## src/rtl/hmux8way_rr.sv

```systemverilog
// Eight-channel gathering mux: fair round-robin arbitration over valid/ready
// producers into a single registered output stage.
module hmux8way_rr #(
  parameter int WIDTH = 16
) (
  input  logic                 clk,
  input  logic                 reset,
  input  logic [7:0]           in_valid,
  input  logic [8*WIDTH-1:0]   in_data,
  output logic [7:0]           in_ready,
  output logic                 out_valid,
  output logic [WIDTH-1:0]     out_data,
  output logic [2:0]           out_sel,
  input  logic                 out_ready
);

  logic [2:0]       ptr;
  logic             vld_p0;
  logic [WIDTH-1:0] data_p0;
  logic [2:0]       sel_p0;
  logic [2:0]       grant;
  logic             any_req;
  logic             load_en;

  // Returns {found, index} of the first requester at or after base, wrapping mod 8.
  // Scanning from the far end lets the nearest requester overwrite the result.
  function automatic logic [3:0] pick(input logic [7:0] req, input logic [2:0] base);
    logic [3:0] res;
    logic [2:0] idx;
    res = '0;
    for (int k = 7; k >= 0; k--) begin
      idx = base + 3'(k);
      if (req[idx]) res = {1'b1, idx};
    end
    return res;
  endfunction

  always_comb begin
    {any_req, grant} = pick(in_valid, ptr);
  end

  assign load_en = !vld_p0 || out_ready;

  always_comb begin
    in_ready = '0;
    if (!reset && any_req && load_en) in_ready[grant] = 1'b1;
  end

  // Output stage p0: capture the granted word; priority rotates only on a grant.
  always_ff @(posedge clk or posedge reset) begin
    if (reset) begin
      vld_p0  <= 1'b0;
      data_p0 <= '0;
      sel_p0  <= '0;
      ptr     <= '0;
    end else if (load_en) begin
      if (any_req) begin
        vld_p0  <= 1'b1;
        data_p0 <= in_data[int'(grant)*WIDTH +: WIDTH];
        sel_p0  <= grant;
        ptr     <= grant + 3'd1;
      end else begin
        vld_p0  <= 1'b0;
      end
    end
  end

  assign out_valid = vld_p0;
  assign out_data  = data_p0;
  assign out_sel   = sel_p0;

endmodule

```

## config.mk

```make
export PLATFORM = sky130hd
export DESIGN_NAME = hmux8way_rr
export DESIGN_NICKNAME = d
export VERILOG_FILES = /design/src/rtl/hmux8way_rr.sv
export SDC_FILE = /design/constraint.sdc
export NUM_CORES = 1
export LEC_CHECK = 0
export CORE_MARGIN = 8
export CORE_UTILIZATION = 43
export DETAILED_ROUTE_END_ITERATION = 7
export GPL_TIMING_DRIVEN = 0
export PLACE_DENSITY = 0.93
export SYNTH_ARGS = -nofsm -noshare
export SYNTH_HDL_FRONTEND = slang
export SYNTH_SLANG_ARGS = --single-unit
```

## constraint.sdc

```tcl
create_clock -name clk -period 8.16 [get_ports clk]
set_input_delay 1.224 -clock clk [delete_from_list [all_inputs] [get_ports clk]]
set_output_delay 1.224 -clock clk [all_outputs]
set_load 0.02 [all_outputs]
```

==> results.cfg, run 1 <==
[routing]
wl_per_cell_um = 21.6
first_pass_iters = 4
met3_length_um = 885
routedLengthMet1_mm = 4.34
vias = 3186
drt_wl_total_mm = 11.7
top_layer = met4
drc_errors = 0
ant_nets = 0
met2_wirelength_mm = 6.26
drt-initial-drc-count = 178
avgViaCountPerCell = 5.86

[logic_synthesis]
syn_avg_cell_area_um2 = 9.97
syn-cell-area_mm2 = 0.00295
yosysWarningCount = 0
seq_area_frac_synth_pct = 19.5
synth.most_common_cell = nand2_1
ys_types = 60
synth_edf_count = 0
synth_ff_type = dfrtp_1
netlist.area_leader.share_pct = 28.2
synth.area.top_cells = mux4_2 28%, dfrtp_1 20%, nand2_1 6.1%
async_flop_share_pct = 100
syn-num-nets = 437
netlist_top_cells_count = 48 x nand2_1, 37 x mux4_2, 23 x dfrtp_1
synth-seq-cells = 23
syn_inst = 296
yosysTopAreaCell = mux4_2

[sta]
max_freq_mhz = 158
finalWorstSetupSlack_ns = 1.83
setup-tns-final_ns = 0
worstMarginPinSlew_ns = 0.878
clock_skew_ns = 0.00433
setup_violations = 0
rsz0062_at_grt = false
fin_crit_sh_pct = 77.6
final-max-slew-violation-count = 0
period_needed_ns = 6.33
hold_violations = 0
whs_ns = 0.473
slew_headroom_pct = 41.4

[layout]
fill_cells = 483
fin_util_pct = 70.5
drive_gt1_share_pct = 16.6
multi_input_area_mm2 = 0.00213
nNetsFinal = 606
regArea_um2 = 576
diodes = 0
syn2layout_area_growth_pct = 60.6

[clock_tree]
cts_setup_buffers = 0
ctsResizeCount = 0
tritoncts = done
cts_sinks = 23
numCtsBuffers = 3
cts_buffer_depth = 2
cts_hold_buf = 0
h-tree-depth = 1
cts-root-buf = clkbuf_8
clkSlewWorstSetupHoldPaths_ns = 0.08
insertion_delay_ns = 0.27

[setup_path]
cp_slowest_cell = clkdlybuf4s50_1
worstPathCellList = clkdlybuf4s50_1 -> mux4_2 -> a22oi_1 -> a2111oi_0 -> a311oi_1 -> nor3_1 -> or3_4 -> nor2_2 -> nand2_1 -> nor3b_1 -> clkdlybuf4s50_1
path_max_fanout = 9
slowest_delay_ns = 0.64
cp_num_buf_inv = 2
cpMostUsedCell = clkdlybuf4s50_1
worstSetupEndpointType = primary output
critPathArrivalTime_ns = 5.11
cp_top_family = simple AND/OR/NAND/NOR gates
start_kind = primary input
worstPathRequired_ns = 6.94
critPathKind = in -> out

[worst_hold_path]
min_path_type = reg -> reg

[die]
fp.dieArea_mm2 = 0.00977
die_h_um = 98.8
row_count = 30
initial_core_util_pct = 43.9
io_pins = 167
core_area_mm2 = 0.00672
fp.dieW_um = 98.8

[global_route]
antenna_found_initial = 0
grt_max_degree = 24
grtUsageTotal_pct = 23.3
grt_first_pass_wirelength_mm = 17.9
grt_overflow = 0
grt_pass1_vias = 3412

[power_and_ir_drop]
power_density_mw_per_mm2 = 516
power.leakage_nw = 1.84
peakVddDrop_mv = 0.321
power_mw = 2.45

[placed_design]
post-place-ws_ns = 1.91
hpwl_mm = 9.94
io_buffers = 164
routabilityCongestion = 0.937

[flow_run]
cap_violations = 0

[outcome]
status = finished, final reports clean
-- through the flow --
| step | std cells | cell area (µm²) |
|---|---|---|
| after floorplan | 296 | 2950 |
| after global placement | 540 | 4690 |
| after detailed placement | 540 | 4690 |
| after CTS | 544 | 4740 |
| after global routing | 544 | 4740 |
| final | 544 | 4740 |
-- state kept, by name, indices dropped and copies added (netlist names) --
name,cells
out_data,16
out_sel,3
out_valid,1
ptr,3
-- worst register-to-register path, cell delays in order (launching register included) --
cell and delay (ns):
dfrtp_1 0.38, buf_6 0.15, buf_6 0.15, buf_4 0.19, inv_1 0.14, ha_1 0.32, buf_4 0.18, inv_1 0.18
a211oi_1 0.16, a221oi_2 0.62, o41ai_1 0.23, o31ai_1 0.38, buf_6 0.26, buf_8 0.19, mux4_2 0.54, a22oi_1 0.24
nand2_1 0.09
-- path summary, 6_finish.rpt --
path / slack (ns) / endpoint / depth (start not counted) / startpoint
worst max-delay path: 1.83 / in_ready[6] / 11 / in_valid[2]
worst min-delay path: 0.47 / out_data[11]$_DFFE_PP0P_ / 2 / out_data[11]$_DFFE_PP0P_
worst max register to register: 3.65 / out_data[7]$_DFFE_PP0P_ / 16 / ptr[0]$_DFFE_PP0P_
worst min register to register: 0.47 / out_data[11]$_DFFE_PP0P_ / 2 / out_data[11]$_DFFE_PP0P_
max in group asynchronous: 6.36 / out_data[0]$_DFFE_PP0P_ / 2 / reset
min in group asynchronous: 1.25 / ptr[1]$_DFFE_PP0P_ / 2 / reset
-- cells by family (layout without fill, tap and decap cells) --
group	after synthesis	after routing	share of synthesized area [%]
buf+inv	38	206	8.40
mux	51	51	33.7
simple gates	103	103	17.1
flops	23	23	19.5
compound gates	73	73	18.2
fa+ha+maj	2	2	0.848
xor+xnor	6	6	2.29
-- power breakdown --
| part | internal, mW | total (mW) | switching [mW] |
|---|---|---|---|
| clock network | 0.0341 | 0.0713 | 0.0372 |
| logic | 1.09 | 2.16 | 1.07 |
| registers | 0.178 | 0.213 | 0.0359 |
-- cells in the final DEF, fill, tap and decap left out, drive strengths merged, types with 5 or more instances in the layout --
| cell | instances |
|---|---|
| nand2b | 7 |
| a22oi | 17 |
| o21ai | 12 |
| buf | 24 |
| nor3b | 5 |
| nor3 | 9 |
| mux4 | 38 |
| clkbuf | 6 |
| mux2i | 9 |
| dfrtp | 23 |
| nor2b | 7 |
| clkdlybuf4s50 | 164 |
| nor2 | 12 |
| inv | 9 |
| nand2 | 50 |
| a21oi | 8 |
-- layer usage --
layer	vias up	global-route usage, %
met5	-	0
met1	1533	26.6
li1	1484	-
met2	153	41.2
met3	16	6.41
met4	0	7.20
-- area by class of cell --
class | count | share of cell area, %
Multi-Input combinational cell | 235 | 44.9
Clock inverter | 1 | 0.106
Sequential cell | 23 | 12.1
Tap cell | 80 | 2.11
Buffer | 27 | 4.36
Clock buffer | 3 | 0.871
Inverter | 11 | 0.871
Timing Repair Buffer | 164 | 34.6
(Power assumes the default switching activity.)
==> run 2: changes to the inputs <==
Settings changed: CORE_UTILIZATION 43 to 36, PLACE_DENSITY 0.93 to 0.83.
Clock period 8.16 ns to 5.8 ns, I/O delays scaled along.
==> run 2 against run 1 <==
  * Critical path depth is 1 higher
  * Clock skew shrank 0.00053 ns
  * Sequential share of layout area is 0.12 points lower
  * Clock power increased by 46%
  * Non-clock buffer count fell by 1
  * Clock-buffer cell count did not move
  * Global-route usage is 2.9 points lower
  * Register-to-register slack worse by 2.2 ns
  * Setup slack worse by 1.5 ns
  * Wire length up 1.5%
  * First-iteration DRC count is 32% higher
  * Core utilization down 11 points
  * Highest routed layer unchanged
==> results.cfg, run 2 (synthesis results as in run 1) <==
[outcome]
status = finished, final reports clean

[routing]
drt-initial-drc-count = 235
vias = 3263
wl_per_cell_um = 21.0
avgViaCountPerCell = 5.74
drt_wl_total_mm = 11.9
ant_nets = 0
drc_errors = 0
first_pass_iters = 5

[die]
die_h_um = 107
fp.dieW_um = 107
initial_core_util_pct = 36.5
fp.dieArea_mm2 = 0.0113
io_pins = 167
core_area_mm2 = 0.00809
row_count = 33

[setup_path]
critPathArrivalTime_ns = 4.61
path_max_fanout = 10
worst_r2r_startpoint = ptr[0]$_DFFE_PP0P_
worstPathRequired_ns = 4.93
reg2reg_depth = 17
r2r-end = out_data[3]$_DFFE_PP0P_
worstSetupEndpointType = primary output
critPathKind = in -> out
cp-startpoint = in_valid[5]
endpoint = in_ready[2]
r2r_slack_ns = 1.44
start_kind = primary input

[sta]
slew_headroom_pct = 42.3
clock_skew_ns = 0.00380
fin_crit_sh_pct = 94.6
rsz0062_at_grt = false
setup_violations = 0
worstMarginPinSlew_ns = 0.865
setup-tns-final_ns = 0
period_needed_ns = 5.48
final-max-slew-violation-count = 0
finalWorstSetupSlack_ns = 0.315
hold_violations = 0
max_freq_mhz = 182

[global_route]
grtUsageTotal_pct = 20.4
antenna_found_initial = 0
grt_overflow = 0
grt_first_pass_wirelength_mm = 18.4
grt_pass1_vias = 3493
grt_max_degree = 24

[layout]
nNetsFinal = 605
syn2layout_area_growth_pct = 62.2
drive_gt1_share_pct = 17.1
layout_commonest_cell = clkdlybuf4s50_1
largest_register_ff_count = 16
fin_area_mm2 = 0.00479
most-common-layout-cells = 163 x clkdlybuf4s50_1, 48 x nand2_1, 37 x mux4_2, 23 x dfrtp_1, 17 x a22oi_1
diodes = 0
instances_no_fill = 568

[power_and_ir_drop]
peakVddDrop_mv = 0.446
power.leakage_nw = 1.86
power_density_mw_per_mm2 = 721

[placed_design]
placed_cells = 565
place_area_mm2 = 0.00472
post-place-ws_ns = 0.238
routabilityCongestion = 0.875
io_buffers = 164
hpwl_mm = 10.0

[worst_hold_path]
min_path_type = reg -> reg

[clock_tree]
cts_hold_buf = 0
cts_sinks = 23
ctsResizeCount = 0
cts_buffer_depth = 2
numCtsBuffers = 3
cts-root-buf = clkbuf_8
insertion_delay_ns = 0.27
clkSlewWorstSetupHoldPaths_ns = 0.08
cts_setup_buffers = 0
h-tree-depth = 1
tritoncts = done

[flow_run]
cap_violations = 0
[run 2: power breakdown]
group          total, mW  internal, mW  leakage (nW)  switching (mW)
registers          0.295         0.250         0.276          0.0450
clock network      0.104        0.0481        0.0255          0.0557
logic               3.05          1.54          1.55            1.51
[run 2: worst min path at each step]
stage | endpoint | depth (start not counted) | start | slack [ns]
finish | out_data[10]$_DFFE_PP0P_ | 2 | out_data[10]$_DFFE_PP0P_ | 0.47
detailed placement | out_data[4]$_DFFE_PP0P_ | 2 | out_data[4]$_DFFE_PP0P_ | 0.45
floorplan | out_data[0]$_DFFE_PP0P_ | 2 | out_data[0]$_DFFE_PP0P_ | 0.58
global placement | out_data[14]$_DFFE_PP0P_ | 2 | out_data[14]$_DFFE_PP0P_ | 0.45
CTS | out_data[10]$_DFFE_PP0P_ | 2 | out_data[10]$_DFFE_PP0P_ | 0.47
global route | out_data[6]$_DFFE_PP0P_ | 2 | out_data[6]$_DFFE_PP0P_ | 0.49
[run 2: worst max-delay path: stages]
cell,delay [ns]
clkdlybuf4s50_1,0.57
mux4_2,0.66
a22o_1,0.27
a2111oi_0,0.39
a311oi_1,0.12
o31ai_1,0.26
or3_4,0.20
nor2b_1,0.13
buf_4,0.19
nand2_1,0.09
nor3b_1,0.22
clkdlybuf4s50_1,0.64
[run 2: per-layer routing]
| metal | up-vias | global-route usage (%) | wire length, µm |
|---|---|---|---|
| met2 | 206 | 35.9 | 6220 |
| met3 | 25 | 5.57 | 1030 |
| met5 | - | 0 | 0 |
| met4 | 0 | 7.94 | 327 |
| li1 | 1483 | - | - |
| met1 | 1549 | 22.9 | 4330 |
[run 2: per-stage QoR]
stage	hold slack (ns)	util, %	total power, mW
CTS	0.474	58.9	3.46
global route	0.490	59.1	3.69
global placement	0.451	58.4	3.28
finish	0.473	59.1	3.45
detailed placement	0.455	58.4	3.34
floorplan	0.583	-	2.59
[run 2: cell type report]
type | count | area [µm²]
clock inverters | 1 | 5.00
repair buffers | 164 | 1640
plain buffers | 26 | 201
inverters | 11 | 45.0
well taps | 105 | 131
clock buffers | 3 | 41.3
fillers | 695 | 3310
flip-flops and latches | 23 | 576
multi-input cells | 235 | 2140
